**src/rtl/ifdef_cond_filter_pkg.sv**
```systemverilog
// Shared types for the conditional-compilation filter:
// token opcodes, error codes, FSM states, stack entry.
package ifdef_pkg;

  typedef enum logic [2:0] {
    OP_BODY   = 3'd0,
    OP_IFDEF  = 3'd1,
    OP_IFNDEF = 3'd2,
    OP_ELSIF  = 3'd3,
    OP_ELSE   = 3'd4,
    OP_ENDIF  = 3'd5,
    OP_DEFINE = 3'd6,
    OP_UNDEF  = 3'd7
  } op_t;

  typedef enum logic [1:0] {
    ERR_NONE     = 2'd0,
    ERR_OVERFLOW = 2'd1,
    ERR_ORPHAN   = 2'd2,
    ERR_UNTERM   = 2'd3
  } err_t;

  typedef enum logic [1:0] {
    ST_RUN   = 2'd0,
    ST_ERROR = 2'd1,
    ST_DONE  = 2'd2
  } state_t;

  typedef struct packed {
    logic active;
    logic taken;
    logic seen_else;
  } cond_t;

endpackage

```
**src/rtl/ifdef_cond_filter_if.sv**
```systemverilog
// Token stream bundle: upstream directive lexer side
// and downstream body-token consumer side.
interface ifdef_cond_filter_if #(
  parameter int MID_W     = 4,
  parameter int PAYLOAD_W = 8
);

  logic                 in_valid;
  logic                 in_ready;
  logic [2:0]           in_op;
  logic [MID_W-1:0]     in_mid;
  logic [PAYLOAD_W-1:0] in_payload;
  logic                 in_last;
  logic                 out_valid;
  logic                 out_ready;
  logic [PAYLOAD_W-1:0] out_payload;

  modport master (
    output in_valid,
    input  in_ready,
    output in_op,
    output in_mid,
    output in_payload,
    output in_last,
    input  out_valid,
    output out_ready,
    input  out_payload
  );

  modport slave (
    input  in_valid,
    output in_ready,
    input  in_op,
    input  in_mid,
    input  in_payload,
    input  in_last,
    output out_valid,
    input  out_ready,
    output out_payload
  );

endinterface

```
**src/rtl/ifdef_cond_filter_stack.sv**
```systemverilog
// Condition LIFO: one {active,taken,seen_else}
// entry per open `ifdef level.
module ifdef_cond_stack
  import ifdef_pkg::*;
#(
  parameter int DEPTH = 8,
  parameter int DW    = $clog2(DEPTH+1)
) (
  input  logic          clk,
  input  logic          rst_n,
  input  logic          push,
  input  logic          pop,
  input  logic          upd,
  input  cond_t         push_entry,
  input  cond_t         upd_entry,
  output cond_t         top,
  output logic [DW-1:0] depth,
  output logic          full,
  output logic          empty
);

  localparam int AW = (DEPTH > 1) ? $clog2(DEPTH) : 1;

  cond_t         mem [DEPTH];
  logic [DW-1:0] top_idx;

  assign full    = (depth == DW'(DEPTH));
  assign empty   = (depth == '0);
  assign top_idx = depth - DW'(1);
  assign top     = empty ? '0 : mem[top_idx[AW-1:0]];

  always_ff @(posedge clk or negedge rst_n) begin
    if (!rst_n) begin
      depth <= '0;
      for (int i = 0; i < DEPTH; i++) begin
        mem[i] <= '0;
      end
    end else if (push && !full) begin
      mem[depth[AW-1:0]] <= push_entry;
      depth              <= depth + DW'(1);
    end else if (pop && !empty) begin
      depth <= depth - DW'(1);
    end else if (upd && !empty) begin
      mem[top_idx[AW-1:0]] <= upd_entry;
    end
  end

endmodule

```
**src/rtl/ifdef_cond_filter.sv**
```systemverilog
// Streaming `ifdef filter: tracks macro state and nesting,
// forwards only BODY tokens that sit in active regions.
module ifdef_cond_filter
  import ifdef_pkg::*;
#(
  parameter int DEPTH     = 8,
  parameter int NMACRO    = 16,
  parameter int PAYLOAD_W = 8,
  parameter int MID_W     = $clog2(NMACRO),
  parameter int DW        = $clog2(DEPTH+1)
) (
  input  logic                clk,
  input  logic                rst_n,
  ifdef_cond_filter_if.slave  bus,
  output logic [DW-1:0]       depth,
  output logic [1:0]          err_code,
  output logic                done
);

  state_t               state;
  state_t               state_nx;
  err_t                 err_q;
  err_t                 err_nx;
  logic [NMACRO-1:0]    def_q;
  logic                 out_valid_q;
  logic [PAYLOAD_W-1:0] out_payload_q;

  logic          accept;
  logic          act;
  logic          dmid;
  logic          cval;
  op_t           op;
  logic          push;
  logic          pop;
  logic          upd;
  cond_t         push_e;
  cond_t         upd_e;
  cond_t         top;
  logic          full;
  logic          empty;
  logic          load;
  logic          def_we;
  logic          def_val;
  logic [DW-1:0] depth_after;

  ifdef_cond_stack #(
    .DEPTH (DEPTH),
    .DW    (DW)
  ) u_stack (
    .clk        (clk),
    .rst_n      (rst_n),
    .push       (push),
    .pop        (pop),
    .upd        (upd),
    .push_entry (push_e),
    .upd_entry  (upd_e),
    .top        (top),
    .depth      (depth),
    .full       (full),
    .empty      (empty)
  );

  assign bus.in_ready = (state != ST_RUN)
                      | ~out_valid_q
                      | bus.out_ready;

  assign accept = bus.in_valid & bus.in_ready;
  assign op     = op_t'(bus.in_op);
  assign act    = empty ? 1'b1 : top.active;
  assign dmid   = def_q[bus.in_mid];

  assign bus.out_valid   = out_valid_q;
  assign bus.out_payload = out_payload_q;
  assign err_code        = err_q;

  always_comb begin
    state_nx    = state;
    err_nx      = ERR_NONE;
    push        = 1'b0;
    pop         = 1'b0;
    upd         = 1'b0;
    push_e      = '0;
    upd_e       = '0;
    load        = 1'b0;
    def_we      = 1'b0;
    def_val     = 1'b0;
    cval        = 1'b0;
    depth_after = depth;
    unique case (1'b1)
      (accept && state == ST_RUN): begin
        unique case (op)
          OP_BODY: load = act;
          OP_IFDEF, OP_IFNDEF: begin
            cval   = (op == OP_IFNDEF) ? ~dmid : dmid;
            push_e = '{active:    act & cval,
                       taken:     ~act | cval,
                       seen_else: 1'b0};
            if (full) err_nx = ERR_OVERFLOW;
            else      push   = 1'b1;
          end
          OP_ELSIF: begin
            upd_e = '{active:    ~top.taken & dmid,
                      taken:     top.taken | dmid,
                      seen_else: top.seen_else};
            if (empty || top.seen_else) err_nx = ERR_ORPHAN;
            else                        upd    = 1'b1;
          end
          OP_ELSE: begin
            upd_e = '{active:    ~top.taken,
                      taken:     1'b1,
                      seen_else: 1'b1};
            if (empty || top.seen_else) err_nx = ERR_ORPHAN;
            else                        upd    = 1'b1;
          end
          OP_ENDIF: begin
            if (empty) err_nx = ERR_ORPHAN;
            else       pop    = 1'b1;
          end
          OP_DEFINE, OP_UNDEF: begin
            def_we  = act;
            def_val = (op == OP_DEFINE);
          end
          default: ;
        endcase
        if (push) depth_after = depth + DW'(1);
        if (pop)  depth_after = depth - DW'(1);
        // a stream that ends inside an open level is only
        // reported when the last token raised nothing else
        if (bus.in_last && err_nx == ERR_NONE &&
            depth_after != '0)
          err_nx = ERR_UNTERM;
        if (bus.in_last)            state_nx = ST_DONE;
        else if (err_nx != ERR_NONE) state_nx = ST_ERROR;
      end
      (accept && state == ST_ERROR): begin
        if (bus.in_last) state_nx = ST_DONE;
      end
      default: ;
    endcase
  end

  always_ff @(posedge clk or negedge rst_n) begin
    if (!rst_n) begin
      state <= ST_RUN;
    end else begin
      state <= state_nx;
    end
  end

  always_ff @(posedge clk or negedge rst_n) begin
    if (!rst_n) begin
      err_q <= ERR_NONE;
      def_q <= '0;
      done  <= 1'b0;
    end else begin
      if (err_q == ERR_NONE && err_nx != ERR_NONE)
        err_q <= err_nx;
      if (def_we)
        def_q[bus.in_mid] <= def_val;
      done <= accept & bus.in_last & (state != ST_DONE);
    end
  end

  always_ff @(posedge clk or negedge rst_n) begin
    if (!rst_n) begin
      out_valid_q   <= 1'b0;
      out_payload_q <= '0;
    end else if (load) begin
      out_valid_q   <= 1'b1;
      out_payload_q <= bus.in_payload;
    end else if (out_valid_q && bus.out_ready) begin
      out_valid_q <= 1'b0;
    end
  end

endmodule

```
**src/flat_wrapper.sv**
```systemverilog
// flat-port wrapper written by rule: the top's interface ports become plain ports
module ifdef_cond_filter_flat import ifdef_pkg::*;
#(
  parameter int DEPTH     = 8,
  parameter int NMACRO    = 16,
  parameter int PAYLOAD_W = 8,
  parameter int MID_W     = $clog2(NMACRO),
  parameter int DW        = $clog2(DEPTH+1)
)
  (clk, rst_n, depth, err_code, done, bus_in_valid, bus_in_ready, bus_in_op, bus_in_mid, bus_in_payload, bus_in_last, bus_out_valid, bus_out_ready, bus_out_payload);
  ifdef_cond_filter_if #(.MID_W(MID_W), .PAYLOAD_W(PAYLOAD_W)) bus_i ();
  input  logic clk;
  input  logic rst_n;
  output logic [DW-1:0] depth;
  output logic [1:0] err_code;
  output logic done;
  input wire logic [$bits(bus_i.in_valid)-1:0] bus_in_valid;
  output wire logic [$bits(bus_i.in_ready)-1:0] bus_in_ready;
  input wire logic [$bits(bus_i.in_op)-1:0] bus_in_op;
  input wire logic [$bits(bus_i.in_mid)-1:0] bus_in_mid;
  input wire logic [$bits(bus_i.in_payload)-1:0] bus_in_payload;
  input wire logic [$bits(bus_i.in_last)-1:0] bus_in_last;
  output wire logic [$bits(bus_i.out_valid)-1:0] bus_out_valid;
  input wire logic [$bits(bus_i.out_ready)-1:0] bus_out_ready;
  output wire logic [$bits(bus_i.out_payload)-1:0] bus_out_payload;
  assign bus_i.in_valid = bus_in_valid;
  assign bus_in_ready = bus_i.in_ready;
  assign bus_i.in_op = bus_in_op;
  assign bus_i.in_mid = bus_in_mid;
  assign bus_i.in_payload = bus_in_payload;
  assign bus_i.in_last = bus_in_last;
  assign bus_out_valid = bus_i.out_valid;
  assign bus_i.out_ready = bus_out_ready;
  assign bus_out_payload = bus_i.out_payload;
  ifdef_cond_filter #(.DEPTH(DEPTH), .NMACRO(NMACRO), .PAYLOAD_W(PAYLOAD_W), .MID_W(MID_W), .DW(DW)) u_core (.clk(clk), .rst_n(rst_n), .bus(bus_i), .depth(depth), .err_code(err_code), .done(done));
endmodule
```
**config.mk**
```make
export PLATFORM = sky130hd
export DESIGN_NAME = ifdef_cond_filter_flat
export DESIGN_NICKNAME = d
export VERILOG_FILES = /design/src/rtl/ifdef_cond_filter_pkg.sv /design/src/rtl/ifdef_cond_filter_if.sv /design/src/rtl/ifdef_cond_filter_stack.sv /design/src/rtl/ifdef_cond_filter.sv /design/src/flat_wrapper.sv
export SDC_FILE = /design/constraint.sdc
export NUM_CORES = 1
export LEC_CHECK = 0
export CAP_MARGIN = 30
export CORE_ASPECT_RATIO = 0.5
export CORE_UTILIZATION = 60
export CTS_BUF_LIST = sky130_fd_sc_hd__clkbuf_16
export DETAILED_ROUTE_END_ITERATION = 7
export DONT_BUFFER_PORTS = 1
export GPL_ROUTABILITY_DRIVEN = 1
export PLACE_DENSITY = 0.76
export SLEW_MARGIN = 40
export SYNTH_ARGS = -nofsm -noshare
export SYNTH_HDL_FRONTEND = slang
export SYNTH_HIERARCHICAL = 1
export SYNTH_SLANG_ARGS = --single-unit
```
**constraint.sdc**
```tcl
create_clock -name clk -period 5.6 [get_ports clk]
set_input_delay 1.12 -clock clk [delete_from_list [all_inputs] [get_ports clk]]
set_output_delay 1.12 -clock clk [all_outputs]
set_load 0.01 [all_outputs]
```
**Word-level counts from Yosys, hierarchy flattened**

Cells that the tools add are included.

- Flip-flop bits (word level): 58
- Input port bits: 20
- Output and inout port bits: 17
- Logic and storage cells: 160

- Add/subtract/negate cells: 2
- Order comparisons: 6
- Equality and inequality tests: 13
- Mux-type cells: 60
- Bitwise operators: 15
- Reductions and logical operators: 33

Operators with widths:

| cell | number |
|---|---|
| $mux W24 | 3 |
| $bwmux W24 | 2 |
| $mux W1 | 24 |
| $mux W3 | 8 |
| $mux W4 | 5 |
| $demux W3 S3 | 2 |
| $mux W2 | 9 |
| $bwmux W16 | 1 |
| $reduce_bool A2 Y1 | 7 |
| $eq A3 B3 Y1 const B | 4 |
| $logic_and A1 B1 Y1 | 12 |
| $bmux W3 S3 | 1 |
| $ge A4 B4 Y1 const B | 2 |
| $lt A4 B1 Y1 const B | 2 |
| $not A3 Y4 | 2 |
| $eq A3 B2 Y1 const B | 2 |
| $logic_not A2 Y1 | 3 |
| $ne A2 B2 Y1 const B | 3 |
| $pmux W2 S3 | 1 |
| $pmux W3 S2 | 1 |
| $reduce_or A2 Y1 | 3 |
| $and A1 B1 Y1 | 5 |
| $lt A4 B5 Y1 const B | 1 |
| $add A4 B1 Y4 const B | 1 |
| 18 further kinds | 25 |

**Depth between registers and ports, before layout**

- Depth after elaboration: 19
- Gate-level depth with buffers: 16
- Depth with buffers taken out: 12

**Hierarchy**

Netlist, hierarchy kept.

By module, submodules not included:

| module | times used | cells an instance | area each (µm²) | sequential area each (µm²) |
|---|---|---|---|---|
| ifdef_cond_filter | 1 | 190 | 1969.4 | 750.7 |
| ifdef_cond_stack | 1 | 175 | 1851.8 | 700.7 |

**Worst setup path after synthesis**

OpenSTA, ideal clock, no wires.

- Kind: register to register
- Start point: reg u_core.u_stack.depth[0]
- End point: reg u_core/u_stack/mem[13] (netlist name)
- Setup time: 0.064 ns
- Data arrival time: 3.924 ns
- Data required time: 5.536 ns
- Path slack: 1.612 ns
- Stages on the path, launching flop included: 17
- Path buffers: 4
- Clock period less this slack: 3.988 ns
- Path through: dfrtp_1 -> clkbuf_1 -> buf_2 -> inv_1 -> ha_1 -> clkbuf_1 -> mux4_2 -> nand2_1 -> a21oi_1 -> nor2_1 -> nor2b_1 -> a2111oi_4 -> o32ai_1 -> a21oi_1 -> buf_1 -> o2bb2ai_1 -> mux2_2

RTL lines:

| element | RTL line | text |
|---|---|---|
| from (decl) | ifdef_cond_filter_stack.sv:17 | `output logic [DW-1:0] depth,` |
| from (signal assigned) | ifdef_cond_filter_stack.sv:40 | `depth <= depth + DW'(1);` |
| from (signal assigned) | ifdef_cond_filter_stack.sv:42 | `depth <= depth - DW'(1);` |
| to (signal, indexed assignment) | ifdef_cond_filter_stack.sv:39 | `mem[depth[AW-1:0]] <= push_entry;` |
| to (signal, indexed assignment) | ifdef_cond_filter_stack.sv:44 | `mem[top_idx[AW-1:0]] <= upd_entry;` |
| to (decl) | ifdef_cond_filter_stack.sv:24 | `cond_t mem [DEPTH];` |

==> flow_metrics.env <==
export IMPL_power_total_mw=1.199
export IMPL_timing_final_crit_share_pct=76.82
export IMPL_synth_top_flop_cell="dfrtp_1"
export IMPL_seq_area_mm2=0.001451
export IMPL_arrival_ns=4.57
export IMPL_cts_resized_gates=0
export IMPL_fin_skew_ns=0.003678
export IMPL_rsz0062_at_grt="no"
export IMPL_dieHeight_um=58.43
export IMPL_n_antenna_cell=0
export IMPL_cp_max_fo=15
export IMPL_synthTopCellsByArea="dfrtp_1 38%, mux2_2 10%, mux4_2 7.1%"
export IMPL_antenna_found_initial=0
export IMPL_path_clk_slew_ns=0.05
export IMPL_coreArea_mm2=0.006106
export IMPL_placed_cell_area_mm2=0.003850
export IMPL_synth_edf_count=0
export IMPL_syn2layout_area_growth_pct=9.234
export IMPL_tightest_slew_ns=0.7888
export IMPL_cts_sinks=58
export IMPL_grt_total_usage_pct=28.98
export IMPL_ys_warn_count=6
export IMPL_grt_pass1_vias=2917
export IMPL_io_pins=37
export IMPL_routed_via_density=6.576
export IMPL_drtPass1Iterations=6
export IMPL_maxCapViolCount=0
export IMPL_setup_viol=0
export IMPL_yosysUniqueCellTypes=66
export IMPL_syn_nets=389
export IMPL_yosysSeqAreaShare_pct=37.98
export IMPL_powerDensity_mw_per_mm2=287.3
export IMPL_cts_root_buf="clkbuf_16"
export IMPL_antenna_left=0
export IMPL_rows=20
export IMPL_hold_viol=0
export IMPL_crit_type="flip-flop to flip-flop"
export IMPL_final_area_mm2=0.004174
export IMPL_worstSkewPairLatency_ns=0.33
export IMPL_die_w_um=114.9
export IMPL_fmax_mhz=232.4
export IMPL_synth_top_area_share_pct=37.98
export IMPL_hold_path_class="input port to async pin"
export IMPL_synth_seq_cells=58
export IMPL_fin_crit_ns=4.302
export IMPL_grt_max_degree=59
export IMPL_yosysTopAreaCell="dfrtp_1"
export IMPL_netlist_area_mm2=0.003821
export IMPL_critPathLaunchType="flip-flop"
export IMPL_drc=0
export IMPL_ys_async_sr_fraction_pct=100.0
export IMPL_gp_congestion=0.8813
export IMPL_htreeDepth=3
export IMPL_syn_inst=365
export IMPL_slew_headroom_pct=47.22
export IMPL_clock_path_buffers=2
export IMPL_cp_required_ns=5.87
export IMPL_cts_tree="yes"
export IMPL_ys_top_cells_by_count="58 x dfrtp_1, 48 x nor2_1, 35 x mux2_2"
export IMPL_peakVddDrop_v=0.0002756
export IMPL_drt_iter0_markers=164
export IMPL_drive_gt1_share_pct=22.04
export IMPL_synth_most_common_cell="dfrtp_1"
export IMPL_status="complete, no violations"
export IMPL_final_core_util_pct=68.36
export IMPL_cp_end_kind="flip-flop"
export IMPL_grt_pass1_wl_um=14570
export IMPL_die_area_mm2=0.006711
export IMPL_cts_buffers=9
export IMPL_io_buffers=0
export IMPL_nets=382
export IMPL_wirelength_um=8959
export IMPL_n_fill_cell=473
export IMPL_dp_hpwl_um=6200
export IMPL_maxSlewViolCount=0
export IMPL_grt_overflow_total=0
export IMPL_initial_core_util_pct=62.58
export IMPL_ctsHoldBuffers=0
export IMPL_post_cts_buffers=0
export IMPL_p_leak_nw=1.714
export IMPL_vias=2966
export IMPL_detail_route_wl_per_cell_um=19.86
export IMPL_final_setup_tns_ns=0
export IMPL_multi_input_area_mm2=0.002246
export IMPL_synth_avg_cell_area_um2=10.47
## area by class of cell
type | instances | area share, %
multi-input combinational | 278 | 53.81
sequential | 58 | 34.77
clock buffer | 9 | 5.396
tap | 88 | 2.638
clock inverter | 7 | 2.218
inverter | 9 | 0.8094
timing repair buffer | 2 | 0.3597
## path summary, 6_finish.rpt
path	startpoint	end	slack, ns	depth (start not counted)
setup / recovery	u_core/u_stack/depth[1]	u_core/u_stack/mem[16]	1.30	12
setup reg to reg	u_core/u_stack/depth[1]	u_core/u_stack/mem[16]	1.30	12
max in group asynchronous	rst_n	u_core/def_q[4]	5.01	0
hold / removal	rst_n	u_core/u_stack/mem[15]	0.48	0
hold reg to reg	u_core/def_q[8]	u_core/def_q[8]	0.49	1
min in group clk	u_core/def_q[8]	u_core/def_q[8]	0.49	1
## state kept, by name, indices dropped and copies added (netlist names)
signal                  flops
u_core/done                 1
u_core/u_stack/mem         24
u_core/bus.out_payload      8
u_core/state                2
u_core/def_q               16
u_core/u_stack/depth        4
u_core/err_code             2
u_core/bus.out_valid        1
## cells in the final DEF (no fill, tap or decap), types with 2 or more instances in the layout
cell type / n
a211oi_1: 3
a21oi_1: 13
a221o_1: 9
a22oi_2: 3
a32o_1: 3
buf_4: 2
bufinv_16: 2
clkbuf_16: 9
clkinvlp_4: 2
dfrtp_1: 58
ha_1: 4
inv_1: 9
mux2_1: 5
mux2_2: 35
mux2i_1: 2
mux4_2: 12
nand2_1: 27
nand2b_1: 9
nand3_1: 6
nand3b_1: 2
nor2_1: 48
nor2b_1: 13
nor3_1: 7
nor4_1: 5
o211ai_1: 3
o21a_1: 2
o21ai_0: 3
o21ai_1: 4
o21bai_1: 2
o221ai_1: 2
o2bb2ai_1: 12
or3_1: 4
or4_1: 2
xnor2_1: 4
xor2_1: 2
## worst max-delay path: stages, from the launching register on
cell,delay [ns]
dfrtp_1,0.55
inv_1,0.16
ha_1,0.34
or3b_2,0.56
inv_1,0.25
a21oi_1,0.08
nor2_1,0.63
nor2b_1,0.20
a2111oi_4,0.35
o32ai_1,0.12
a21oi_1,0.62
o2bb2ai_1,0.20
mux2_2,0.17
## cells by family after synthesis
logic type / share of synthesized area, %
fa+ha+maj: 1.310
other cells: 0.09814
mux: 20.46
simple gates: 19.22
xor+xnor: 1.375
buf+inv: 3.536
flops: 37.98
compound gates: 16.01
## metrics by stage
stage          instances  hold slack (ns)  worst slack [ns]
2_1_floorplan        365           0.4524             1.612
3_3_place_gp         435           0.4751             1.610
3_5_place_dp         435           0.4795             1.419
4_1_cts              451           0.4770             1.347
5_1_grt              451           0.4718            0.9665
6_report             451           0.4828             1.298
## where the power goes
part | total, mW | switching, mW | internal (mW)
sequential | 0.446 | 0.0170 | 0.429
combinational | 0.169 | 0.103 | 0.0659
clock | 0.585 | 0.197 | 0.388
total | 1.20 | 0.317 | 0.883
## metal layers
metal,global-route usage [%],share of wire (%)
met1,38.47,43
met2,45.01,47
met3,9.784,7.6
met4,10.20,1.7
met5,0,0
(Power assumes the default switching activity.)
